===== config.mk =====
export PLATFORM = sky130hd
export DESIGN_NAME = csr_uart_fifo
export DESIGN_NICKNAME = d
export VERILOG_FILES = /design/src/rtl/csr_uart_fifo.sv
export SDC_FILE = /design/constraint.sdc
export NUM_CORES = 1
export LEC_CHECK = 0
export CELL_PAD_IN_SITES_DETAIL_PLACEMENT = 1
export CELL_PAD_IN_SITES_GLOBAL_PLACEMENT = 1
export CORE_ASPECT_RATIO = 0.8
export CORE_MARGIN = 2
export CORE_UTILIZATION = 43
export DETAILED_ROUTE_END_ITERATION = 16
export PLACE_DENSITY = 0.69
export SLEW_MARGIN = 20
export SYNTH_ARGS = -nofsm -noshare
export SYNTH_HDL_FRONTEND = slang
export SYNTH_SLANG_ARGS = --single-unit

===== constraint.sdc =====
create_clock -name clk -period 4.9 [get_ports clk]
set_input_delay 0.49 -clock clk [delete_from_list [all_inputs] [get_ports clk]]
set_output_delay 0.49 -clock clk [all_outputs]
set_load 0.01 [all_outputs]

===== src/rtl/csr_uart_fifo.sv =====
// Buffered 8N1 UART on the CSR bus: DATA / STATUS / CONFIG registers,
// RX and TX FIFOs, programmable divisor, sticky errors and a level irq.
module csr_uart_fifo #(
  parameter logic [11:0] BASE_ADDR  = 12'hBC0,
  parameter int          CLOCK_RATE = 100_000_000,
  parameter int          BAUD_RATE  = 115200,
  parameter int          FIFO_LOG2  = 4
) (
  input  logic        clk,
  input  logic        rst,
  input  logic        read,
  input  logic [2:0]  modify,
  input  logic [31:0] wdata,
  input  logic [11:0] addr,
  output logic [31:0] rdata,
  output logic        valid,
  input  logic        rx,
  output logic        tx,
  output logic        irq
);

  localparam int DEPTH    = 1 << FIFO_LOG2;
  localparam int DIV_CALC = CLOCK_RATE / BAUD_RATE;
  localparam logic [15:0] RST_DIV =
    (DIV_CALC < 4) ? 16'd4 : 16'(DIV_CALC);

  typedef logic [FIFO_LOG2-1:0] ptr_t;
  typedef logic [FIFO_LOG2:0]   cnt_t;

  localparam ptr_t P1    = ptr_t'(1);
  localparam cnt_t C1    = cnt_t'(1);
  localparam cnt_t CFULL = cnt_t'(DEPTH);

  typedef enum logic {
    TX_IDLE,
    TX_RUN
  } tx_state_t;

  typedef enum logic [2:0] {
    RX_IDLE,
    RX_START,
    RX_DATA,
    RX_STOP,
    RX_WAIT
  } rx_state_t;

  // CSR decode
  logic w_sel_data;
  logic w_sel_stat;
  logic w_sel_cfg;
  logic w_hit;
  logic w_wr_any;
  logic w_wr;
  logic w_unused;

  assign w_sel_data = addr == BASE_ADDR;
  assign w_sel_stat = addr == BASE_ADDR + 12'd1;
  assign w_sel_cfg  = addr == BASE_ADDR + 12'd2;
  assign w_hit      = w_sel_data | w_sel_stat | w_sel_cfg;
  assign w_wr_any   = modify[1:0] != 2'b00;
  assign w_wr       = modify[1:0] == 2'b01;
  assign w_unused   = ^{modify[2], wdata[31:18]};

  // Configuration and sticky state
  logic [15:0] r_div;
  logic        r_rx_ie;
  logic        r_tx_ie;
  logic        r_ovr;
  logic        r_drop;
  logic        r_ferr;
  logic        r_irq;
  logic [31:0] r_rdata;
  logic        r_valid;

  // RX FIFO
  logic [7:0] r_rx_mem [DEPTH];
  ptr_t       r_rx_wp;
  ptr_t       r_rx_rp;
  cnt_t       r_rx_cnt;
  logic       w_rx_empty;
  logic       w_rx_full;
  logic       w_rx_pop;
  logic       w_rx_push;
  logic       w_rx_byte_ok;
  logic       w_ovr_set;
  logic [7:0] w_rx_head;

  // TX FIFO
  logic [7:0] r_tx_mem [DEPTH];
  ptr_t       r_tx_wp;
  ptr_t       r_tx_rp;
  cnt_t       r_tx_cnt;
  logic       w_tx_empty;
  logic       w_tx_full;
  logic       w_tx_pop;
  logic       w_tx_push;
  logic       w_tx_wr;
  logic       w_drop_set;
  logic [7:0] w_tx_head;

  assign w_rx_empty = r_rx_cnt == '0;
  assign w_rx_full  = r_rx_cnt == CFULL;
  assign w_rx_head  = r_rx_mem[r_rx_rp];
  assign w_rx_pop   = read & w_sel_data & ~w_rx_empty;
  assign w_rx_push  = w_rx_byte_ok & (~w_rx_full | w_rx_pop);
  assign w_ovr_set  = w_rx_byte_ok & w_rx_full & ~w_rx_pop;

  assign w_tx_empty = r_tx_cnt == '0;
  assign w_tx_full  = r_tx_cnt == CFULL;
  assign w_tx_head  = r_tx_mem[r_tx_rp];
  assign w_tx_wr    = w_sel_data & w_wr;
  assign w_tx_push  = w_tx_wr & (~w_tx_full | w_tx_pop);
  assign w_drop_set = w_tx_wr & w_tx_full & ~w_tx_pop;

  // RX shifter state
  rx_state_t   r_rx_st;
  rx_state_t   w_rx_st_n;
  logic        r_rx_s1;
  logic        r_rx_s2;
  logic [7:0]  r_rx_sh;
  logic [7:0]  w_rx_sh_n;
  logic [2:0]  r_rx_bit;
  logic [2:0]  w_rx_bit_n;
  logic [15:0] r_rx_tc;
  logic [15:0] w_rx_tc_n;
  logic [15:0] r_rx_div;
  logic [15:0] w_rx_div_n;
  logic        w_ferr_set;

  // TX shifter state
  tx_state_t   r_tx_st;
  tx_state_t   w_tx_st_n;
  logic        r_tx;
  logic        w_tx_n;
  logic [8:0]  r_tx_sh;
  logic [8:0]  w_tx_sh_n;
  logic [3:0]  r_tx_bit;
  logic [3:0]  w_tx_bit_n;
  logic [15:0] r_tx_cnt16;
  logic [15:0] w_tx_cnt16_n;
  logic [15:0] r_tx_div;
  logic [15:0] w_tx_div_n;
  logic        w_tx_idle;

  assign w_tx_idle = w_tx_empty & (r_tx_st == TX_IDLE);

  // FIFO storage, no reset so it can map to RAM
  always_ff @(posedge clk) begin
    if (w_rx_push) r_rx_mem[r_rx_wp] <= r_rx_sh;
    if (w_tx_push) r_tx_mem[r_tx_wp] <= wdata[7:0];
  end

  always_ff @(posedge clk) begin
    if (rst) begin
      r_rx_wp  <= '0;
      r_rx_rp  <= '0;
      r_rx_cnt <= '0;
      r_tx_wp  <= '0;
      r_tx_rp  <= '0;
      r_tx_cnt <= '0;
    end else begin
      if (w_rx_push) r_rx_wp <= r_rx_wp + P1;
      if (w_rx_pop)  r_rx_rp <= r_rx_rp + P1;
      if (w_rx_push & ~w_rx_pop)
        r_rx_cnt <= r_rx_cnt + C1;
      else if (~w_rx_push & w_rx_pop)
        r_rx_cnt <= r_rx_cnt - C1;
      if (w_tx_push) r_tx_wp <= r_tx_wp + P1;
      if (w_tx_pop)  r_tx_rp <= r_tx_rp + P1;
      if (w_tx_push & ~w_tx_pop)
        r_tx_cnt <= r_tx_cnt + C1;
      else if (~w_tx_push & w_tx_pop)
        r_tx_cnt <= r_tx_cnt - C1;
    end
  end

  // TX: next frame loads right as the previous stop bit ends
  always_comb begin
    w_tx_st_n    = r_tx_st;
    w_tx_n       = r_tx;
    w_tx_sh_n    = r_tx_sh;
    w_tx_bit_n   = r_tx_bit;
    w_tx_cnt16_n = r_tx_cnt16;
    w_tx_div_n   = r_tx_div;
    w_tx_pop     = 1'b0;
    unique case (r_tx_st)
      TX_IDLE: begin
        if (!w_tx_empty) w_tx_pop = 1'b1;
      end
      TX_RUN: begin
        if (r_tx_cnt16 != 16'd0) begin
          w_tx_cnt16_n = r_tx_cnt16 - 16'd1;
        end else if (r_tx_bit == 4'd9) begin
          if (!w_tx_empty) begin
            w_tx_pop = 1'b1;
          end else begin
            w_tx_st_n = TX_IDLE;
            w_tx_n    = 1'b1;
          end
        end else begin
          w_tx_n       = r_tx_sh[0];
          w_tx_sh_n    = {1'b1, r_tx_sh[8:1]};
          w_tx_bit_n   = r_tx_bit + 4'd1;
          w_tx_cnt16_n = r_tx_div - 16'd1;
        end
      end
    endcase
    if (w_tx_pop) begin
      w_tx_st_n    = TX_RUN;
      w_tx_n       = 1'b0;
      w_tx_sh_n    = {1'b1, w_tx_head};
      w_tx_bit_n   = 4'd0;
      w_tx_div_n   = r_div;
      w_tx_cnt16_n = r_div - 16'd1;
    end
  end

  always_ff @(posedge clk) begin
    if (rst) begin
      r_tx_st    <= TX_IDLE;
      r_tx       <= 1'b1;
      r_tx_sh    <= '1;
      r_tx_bit   <= '0;
      r_tx_cnt16 <= '0;
      r_tx_div   <= RST_DIV;
    end else begin
      r_tx_st    <= w_tx_st_n;
      r_tx       <= w_tx_n;
      r_tx_sh    <= w_tx_sh_n;
      r_tx_bit   <= w_tx_bit_n;
      r_tx_cnt16 <= w_tx_cnt16_n;
      r_tx_div   <= w_tx_div_n;
    end
  end

  // RX: start confirmed at half a bit, data at bit centres
  always_comb begin
    w_rx_st_n    = r_rx_st;
    w_rx_sh_n    = r_rx_sh;
    w_rx_bit_n   = r_rx_bit;
    w_rx_tc_n    = r_rx_tc;
    w_rx_div_n   = r_rx_div;
    w_rx_byte_ok = 1'b0;
    w_ferr_set   = 1'b0;
    unique case (r_rx_st)
      RX_IDLE: begin
        if (!r_rx_s2) begin
          w_rx_st_n  = RX_START;
          w_rx_div_n = r_div;
          w_rx_tc_n  = {1'b0, r_div[15:1]} - 16'd1;
        end
      end
      RX_START: begin
        if (r_rx_tc != 16'd0) begin
          w_rx_tc_n = r_rx_tc - 16'd1;
        end else if (r_rx_s2) begin
          w_rx_st_n = RX_IDLE;
        end else begin
          w_rx_st_n  = RX_DATA;
          w_rx_bit_n = 3'd0;
          w_rx_tc_n  = r_rx_div - 16'd1;
        end
      end
      RX_DATA: begin
        if (r_rx_tc != 16'd0) begin
          w_rx_tc_n = r_rx_tc - 16'd1;
        end else begin
          w_rx_sh_n = {r_rx_s2, r_rx_sh[7:1]};
          w_rx_tc_n = r_rx_div - 16'd1;
          if (r_rx_bit == 3'd7) w_rx_st_n = RX_STOP;
          else w_rx_bit_n = r_rx_bit + 3'd1;
        end
      end
      RX_STOP: begin
        if (r_rx_tc != 16'd0) begin
          w_rx_tc_n = r_rx_tc - 16'd1;
        end else if (r_rx_s2) begin
          w_rx_byte_ok = 1'b1;
          w_rx_st_n    = RX_IDLE;
        end else begin
          w_ferr_set = 1'b1;
          w_rx_st_n  = RX_WAIT;
        end
      end
      RX_WAIT: begin
        if (r_rx_s2) w_rx_st_n = RX_IDLE;
      end
      default: w_rx_st_n = RX_IDLE;
    endcase
  end

  always_ff @(posedge clk) begin
    if (rst) begin
      r_rx_s1  <= 1'b1;
      r_rx_s2  <= 1'b1;
      r_rx_st  <= RX_IDLE;
      r_rx_sh  <= '0;
      r_rx_bit <= '0;
      r_rx_tc  <= '0;
      r_rx_div <= RST_DIV;
    end else begin
      r_rx_s1  <= rx;
      r_rx_s2  <= r_rx_s1;
      r_rx_st  <= w_rx_st_n;
      r_rx_sh  <= w_rx_sh_n;
      r_rx_bit <= w_rx_bit_n;
      r_rx_tc  <= w_rx_tc_n;
      r_rx_div <= w_rx_div_n;
    end
  end

  // CONFIG update and read mux
  logic [17:0] w_cfg_cur;
  logic [17:0] w_cfg_new;
  logic [2:0]  w_clr;
  logic [31:0] w_rd;
  logic [7:0]  w_rx_cnt8;
  logic [7:0]  w_tx_cnt8;

  assign w_cfg_cur = {r_tx_ie, r_rx_ie, r_div};
  assign w_clr     = (w_sel_stat & w_wr_any) ? wdata[4:2] : 3'b000;
  assign w_rx_cnt8 = 8'(r_rx_cnt);
  assign w_tx_cnt8 = 8'(r_tx_cnt);

  always_comb begin
    w_cfg_new = w_cfg_cur;
    unique case (modify[1:0])
      2'b01:   w_cfg_new = wdata[17:0];
      2'b10:   w_cfg_new = w_cfg_cur | wdata[17:0];
      2'b11:   w_cfg_new = w_cfg_cur & ~wdata[17:0];
      default: w_cfg_new = w_cfg_cur;
    endcase
  end

  always_comb begin
    w_rd = '0;
    unique case (1'b1)
      w_sel_data: w_rd = {23'd0, w_rx_empty,
                          w_rx_empty ? 8'h00 : w_rx_head};
      w_sel_stat: w_rd = {8'd0, w_tx_cnt8, w_rx_cnt8, 2'b00,
                          w_tx_idle, r_ferr, r_drop, r_ovr,
                          w_tx_full, ~w_rx_empty};
      w_sel_cfg:  w_rd = {14'd0, w_cfg_cur};
      default:    w_rd = '0;
    endcase
  end

  // A new error in the same cycle as its W1C wins so no event is lost
  always_ff @(posedge clk) begin
    if (rst) begin
      r_div   <= RST_DIV;
      r_rx_ie <= 1'b0;
      r_tx_ie <= 1'b0;
      r_ovr   <= 1'b0;
      r_drop  <= 1'b0;
      r_ferr  <= 1'b0;
      r_rdata <= '0;
      r_valid <= 1'b0;
      r_irq   <= 1'b0;
    end else begin
      if (w_sel_cfg & w_wr_any) begin
        r_div   <= (w_cfg_new[15:0] < 16'd4) ? 16'd4
                                             : w_cfg_new[15:0];
        r_rx_ie <= w_cfg_new[16];
        r_tx_ie <= w_cfg_new[17];
      end
      r_ovr   <= (r_ovr & ~w_clr[0]) | w_ovr_set;
      r_drop  <= (r_drop & ~w_clr[1]) | w_drop_set;
      r_ferr  <= (r_ferr & ~w_clr[2]) | w_ferr_set;
      r_rdata <= w_rd;
      r_valid <= w_hit;
      r_irq   <= (r_rx_ie & ~w_rx_empty) | (r_tx_ie & w_tx_idle);
    end
  end

  assign rdata = r_rdata;
  assign valid = r_valid;
  assign tx    = r_tx;
  assign irq   = r_irq;

endmodule


== After elaboration in Yosys (flattened, before gate mapping) ==
Memories as Yosys holds them, arrays and structs flattened. A register that Yosys moved wholly into a read port is not among the register bits.
Index checks and enable logic that the tools add are counted.

* RAM bits: 256
* Word-level logic and storage cells: 209
* Memories: 2
* Output and inout port bits: 35
* Register bits after elaboration: 175

{| class="wikitable"
|+ Memories
! name !! words !! width !! read ports !! clocked after Yosys merged registers in !! write ports !! line !! text
|-
| r_rx_mem || 16 || 8 || 1 || 1 || 1 || 76 || <nowiki>logic [7:0] r_rx_mem [DEPTH];</nowiki>
|-
| r_tx_mem || 16 || 8 || 1 || 1 || 1 || 89 || <nowiki>logic [7:0] r_tx_mem [DEPTH];</nowiki>
|}

* Add/sub/neg operators: 16
* Mux-type cells: 64
* Bitwise logic cells: 47
* Equality and inequality tests: 28
* Order comparisons: 1
* Reduce and logical (&&, ||, !) cells: 23

{| class="wikitable"
|+ Operator list
! cell !! count
|-
| $mux 16 || 10
|-
| $sub 16x1->16 const B || 5
|-
| $pmux 16 s4 || 1
|-
| $pmux 21 s3 || 1
|-
| $pmux 18 s3 || 1
|-
| $mux 8 || 5
|-
| $eq 12x12->1 const B || 3
|-
| $mux 3 || 12
|-
| $reduce_bool 16->1 || 2
|-
| $mux 1 || 22
|-
| $ne 2x2->1 const B || 11
|-
| $and 1x1->1 || 21
|-
| $add 4x1->4 const B || 5
|-
| $mux 5 || 4
|-
| $and 18x18->18 || 1
|-
| $not 18->18 || 1
|-
| $or 18x18->18 || 1
|-
| $lt 16x3->1 const B || 1
|-
| $mux 4 || 4
|-
| $sub 15x1->16 const B || 1
|-
| $not 1->1 || 15
|-
| $pmux 3 s5 || 1
|-
| $add 5x1->5 const B || 2
|-
| $eq 5x5->1 const B || 2
|-
| 24 further kinds || 47
|}

== Depth between registers and ports, before layout ==
* Depth after elaboration: 11
* Depth in mapped cells: 19
* Depth with buffers taken out: 16

== Worst setup path before layout ==
OpenSTA, ideal clock, no wires.

* Path kind: in2reg
* Start: in addr[3]
* End: reg r_tx_cnt[4]
* Setup time: 70 ps
* Required time: 4,830 ps
* Data arrival time: 3,536 ps
* Setup slack: 1,294 ps
* Cell stages on the path: 13
* Path through: or4_4 > or3_1 > buf_6 > nor4_2 > a21boi_4 > ha_1 > inv_1 > fa_1 > a21o_1 > a21oi_1 > xnor2_1 > or3_1 > a21oi_1

* Longest elaborated chain between the ends: 6

{| class="wikitable"
|+ Ends and longest elaborated chain
! what !! line !! text
|-
| start, declared || 14 || <nowiki>input logic [11:0] addr,</nowiki>
|-
| $eq 12x12->1 (*) || 56 || <nowiki>assign w_sel_data = addr == BASE_ADDR;</nowiki>
|-
| $and 1x1->1 (*) || 111 || <nowiki>assign w_tx_wr = w_sel_data & w_wr;</nowiki>
|-
| $and 1x1->1 (*) || 112 || <nowiki>assign w_tx_push = w_tx_wr & (~w_tx_full | w_tx_pop);</nowiki>
|-
| via w_tx_push || 96 || <nowiki>logic w_tx_push;</nowiki>
|-
| $not 1->1 || 172 || <nowiki>else if (~w_tx_push & w_tx_pop)</nowiki>
|-
| $and 1x1->1 || 172 ||
|-
| $reduce_bool 2->1 (no source line) || n/a ||
|-
| end signal, assigned || 171 || <nowiki>r_tx_cnt <= r_tx_cnt + C1;</nowiki>
|-
| end signal, assigned || 173 || <nowiki>r_tx_cnt <= r_tx_cnt - C1;</nowiki>
|-
| end, declared || 92 || <nowiki>cnt_t r_tx_cnt;</nowiki>
|}

Mark *: on every way through the listed nets, which the timed path passes. The rest lies on a longest branch.
A chain may end at the register's enable or synchronous reset.

== Worst setup path in the final report ==
* Start: reg r_tx_cnt16[7]
* End: reg r_tx_cnt[4]

* Longest elaborated chain between the ends: 8

{| class="wikitable"
|+ Ends and longest elaborated chain
! what !! line !! text
|-
| start, declared || 139 || <nowiki>logic [15:0] r_tx_cnt16;</nowiki>
|-
| start signal, assigned || 231 || <nowiki>r_tx_cnt16 <= w_tx_cnt16_n;</nowiki>
|-
| $reduce_bool 16->1 (*) || 191 || <nowiki>if (r_tx_cnt16 != 16'd0) begin</nowiki>
|-
| $mux 1 (*) || 191 ||
|-
| $pmux 1 s2 (*) || 186 || <nowiki>unique case (r_tx_st)</nowiki>
|-
| $or 1x1->1 (*) || 112 ||
|-
| $and 1x1->1 (*) || 112 ||
|-
| via w_tx_push || 96 ||
|-
| $not 1->1 || 172 ||
|-
| $and 1x1->1 || 172 ||
|-
| $reduce_bool 2->1 (no source line) || n/a ||
|}

Marks and branches as above.

==> impl_results.md <==
* Final Non-Filler Cells at 2268
* Top post-synthesis cells by area: edfxtp_1 (40%), dfxtp_1 (18%), mux4_2 (9.4%)
* Post-synth cell types at 83
* IO Port Bufs at 59
* CTS max path bufs at 3
* Post-CTS sizing at 0
* Fin Hold WS at 449.1 ps
* Gpl congestion at 0.8202
* Final Util at 49.13%
* CTS Buf Count at 44
* Ant diodes at 0
* Num ports at 86
* Final Cell Area at 21760 sq um
* Unrepaired setup endpoints after global routing: false
* Vias per std cell at 5.696
* Worst min-delay path class: reg2reg
* EDFF count, synth at 256
* Die Ht at 193.0 um
* Final Cycle Share at 81.11%
* Critical path, cell by cell: nor4_2, and4_1, a21o_1, inv_2, a21boi_4, ha_1, inv_1, fa_1, a21o_1, a21oi_1, xnor2_1, or3_1, a21oi_1
* Row cnt at 69
* Slew headroom at 35.22%
* Critical path type: reg2reg
* Area of the mapped netlist at 19210 sq um
* Arr. time, crit path at 4470 ps
* GRT Residual Overflow at 0
* Layout cells sized above 1 at 14.11%
* GR peak layer: met2
* First-pass GRT wire length at 79270 um
* Routing usage on met3 at 3.403%
* Placed Cells at 2186
* Worst slew pin tran at 971.7 ps
* CTS Root Cell: clkbuf_16
* Avg WL per Cell at 22.95 um
* Met2 usage at 35.00%
* Worst-skew pair later-pin latency at 600 ps
* Cell taking the most area after synthesis: edfxtp_1
* VDD IR-drop max at 328.6 uV
* Crit-path max FO at 22
* First DRT Iteration DRCs at 988
* Final nets at 1709
* Cell count after synthesis at 1591
* MaxCap Viol Count at 0
* Synth warn at 0
* Vias in the first global route at 12880
* GRT met1 Usage at 33.41%
* Area growth, synth to finish at 13.28%
* Die W at 240.3 um
* Routed WL at 52050 um
* Async SR Flop Fraction at 0%
* Top_reg_cell synth: edfxtp_1
* GRT Total Usage at 22.74%
* Initial antenna violation count at 1
* CP peak stage delay at 670 ps
* Total power at 9.185 mW
* DIE AREA at 46390 sq um
* Starting Density at 43.37%
* Core Region at 44290 sq um
* Leak at 7.150 nW
* Crit path launch type: register
* H-tree depth at 2
* Final Max Slew Viols at 0
* Seq/Total Area, Yosys at 57.95%
* Setup TNS after final layout at 0 ps
* Final Hold Viols at 0
* Largest net degree at the start of global routing at 78
* # hold bufs at CTS at 0
* Final setup violation count at 0
* Fin crit period at 3974 ps
* TritonCTS Sinks at 428
* Worst Path Required at 5400 ps
* Endpoint class of the critical path: register
* Pre-CTS WS at 528.4 ps
* Skew final at 19.27 ps
* FMAX at 251.6 MHz
* Drc violations at 0
* CTS clk-pin slew, worst paths at 60 ps
* Vias at 12920
* Area of placed instances at 20370 sq um
* CTS tree: yes
* Yosys reg bits at 428
* DP Wirelength at 35600 um
* Syn Area/Cell at 12.07 sq um
* Filler cell count at 4577
* Final WS setup at 925.7 ps
* Status: finished, final reports clean
* Crit-path slowest cell: a21o_1
* Synth top area share at 40.02%
* Setup Buffers After CTS at 0
* Drt first pass iters at 5
* P per Cell Area at 422.1 nW/um^2
* Routed Antenna Nets at 0
==> path summary, 6_finish.rpt <==
| check | startpoint | end | slack (ps) | cells after the start |
|---|---|---|---|---|
| setup / recovery | r_tx_cnt16[7] | r_tx_cnt[4] | 930 | 13 |
| hold / removal | r_rx_s1 | r_rx_s2 | 450 | 1 |
| setup reg to reg | r_tx_cnt16[7] | r_tx_cnt[4] | 930 | 13 |
| hold reg to reg | r_rx_s1 | r_rx_s2 | 450 | 1 |
==> cell families after synthesis <==
family / after synthesis / share of synthesized area (%)
AOI/OAI and AO/OA: 288 / 9.746
xor gates and xnor gates: 66 / 3.010
adders and majority gates: 29 / 1.967
buffers and inverters: 143 / 3.283
DFF: 428 / 57.95
muxes: 103 / 10.63
other: 1 / 0.01952
and+or+nand+nor: 533 / 13.39
==> Yosys cell counts (9+ instances only) <==
| cell | instances |
|---|---|
| edfxtp_1 | 256 |
| nor2_1 | 185 |
| dfxtp_1 | 172 |
| nand2_1 | 147 |
| a21oi_1 | 105 |
| mux4_2 | 80 |
| clkbuf_1 | 72 |
| nor3_1 | 46 |
| xnor2_1 | 33 |
| xor2_1 | 33 |
| o21ai_0 | 31 |
| ha_1 | 27 |
| inv_1 | 26 |
| a22oi_1 | 24 |
| buf_2 | 21 |
| nand2b_1 | 20 |
| or3_1 | 19 |
| a211oi_1 | 18 |
| mux2i_1 | 17 |
| a31oi_1 | 15 |
| nand3_1 | 15 |
| nor4_1 | 14 |
| nor2b_1 | 13 |
| o22ai_1 | 13 |
| buf_4 | 12 |
| or2_2 | 10 |
| or4_1 | 10 |
| nand4_1 | 9 |
==> layer usage <==
layer | vias to the layer above | part of all wire, %
met1 | 6591 | 47
met5 | - | 0
li1 | 5984 | -
met2 | 264 | 45
met3 | 79 | 4.9
met4 | 0 | 2.4
==> layout by cell type (no fill, tap or decap), types with 7 or more instances in the layout <==
cell type,synthesis,final
a311oi_1,7,7
a211oi_1,18,18
dfxtp_1,172,170
a22oi_1,24,24
or2_2,10,10
mux2i_1,17,17
mux4_2,80,80
conb_1,1,11
edfxtp_1,256,256
nand3_1,15,15
nand2_1,147,147
clkinv_2,0,13
ha_1,27,27
o311ai_0,7,7
nor3_1,46,45
a31oi_1,15,14
nor4_1,14,13
nor4_2,6,7
or4_1,10,10
nor2_1,185,184
xor2_1,33,33
clkbuf_16,0,45
a21oi_1,105,105
o21ai_0,31,31
buf_4,12,40
o22ai_1,13,13
clkdlybuf4s50_1,0,58
clkbuf_1,72,11
or3_1,19,19
inv_1,26,26
o211ai_1,7,7
a21o_1,8,8
a2bb2oi_1,7,7
nor2b_1,13,13
nand4_1,9,9
xnor2_1,33,33
or3b_2,7,7
nand2b_1,20,20
==> power by group <==
group	total, mW	internal (mW)	switching, mW
Clock	3.26	1.80	1.45
Sequential	4.09	3.92	0.172
Combinational	1.84	0.740	1.10
Total	9.18	6.46	2.72
==> worst max-delay path: cells and delay by family (launching register included) <==
family          cells  cell delay, ps
compound gates      5            1360
simple gates        3            1180
fa+ha+maj           2             620
flops               1             360
buf+inv             2             290
xor+xnor            1              90
==> layout make-up <==
cell class | instances | area [sq um] | area share [%]
clock inverter | 23 | 166.4 | 0.7649
multi-input combinational | 1030 | 7512 | 34.53
sequential | 428 | 11130 | 51.17
tap | 603 | 754.5 | 3.468
inverter | 27 | 101.3 | 0.4658
timing repair buffer | 98 | 880.8 | 4.049
clock buffer | 59 | 1209 | 5.555
==> state kept, by name, indices dropped and copies added, names as in the netlist, 5 cells and up, named ones only <==
| name | flops |
|---|---|
| r_rx_mem | 128 |
| r_tx_mem | 128 |
| rdata | 21 |
| r_div | 16 |
| r_rx_div | 16 |
| r_rx_tc | 16 |
| r_tx_cnt16 | 16 |
| r_tx_div | 16 |
| r_rx_sh | 8 |
| r_tx_sh | 8 |
| r_rx_cnt | 5 |
| r_tx_cnt | 5 |
(Power assumes the default switching activity.)
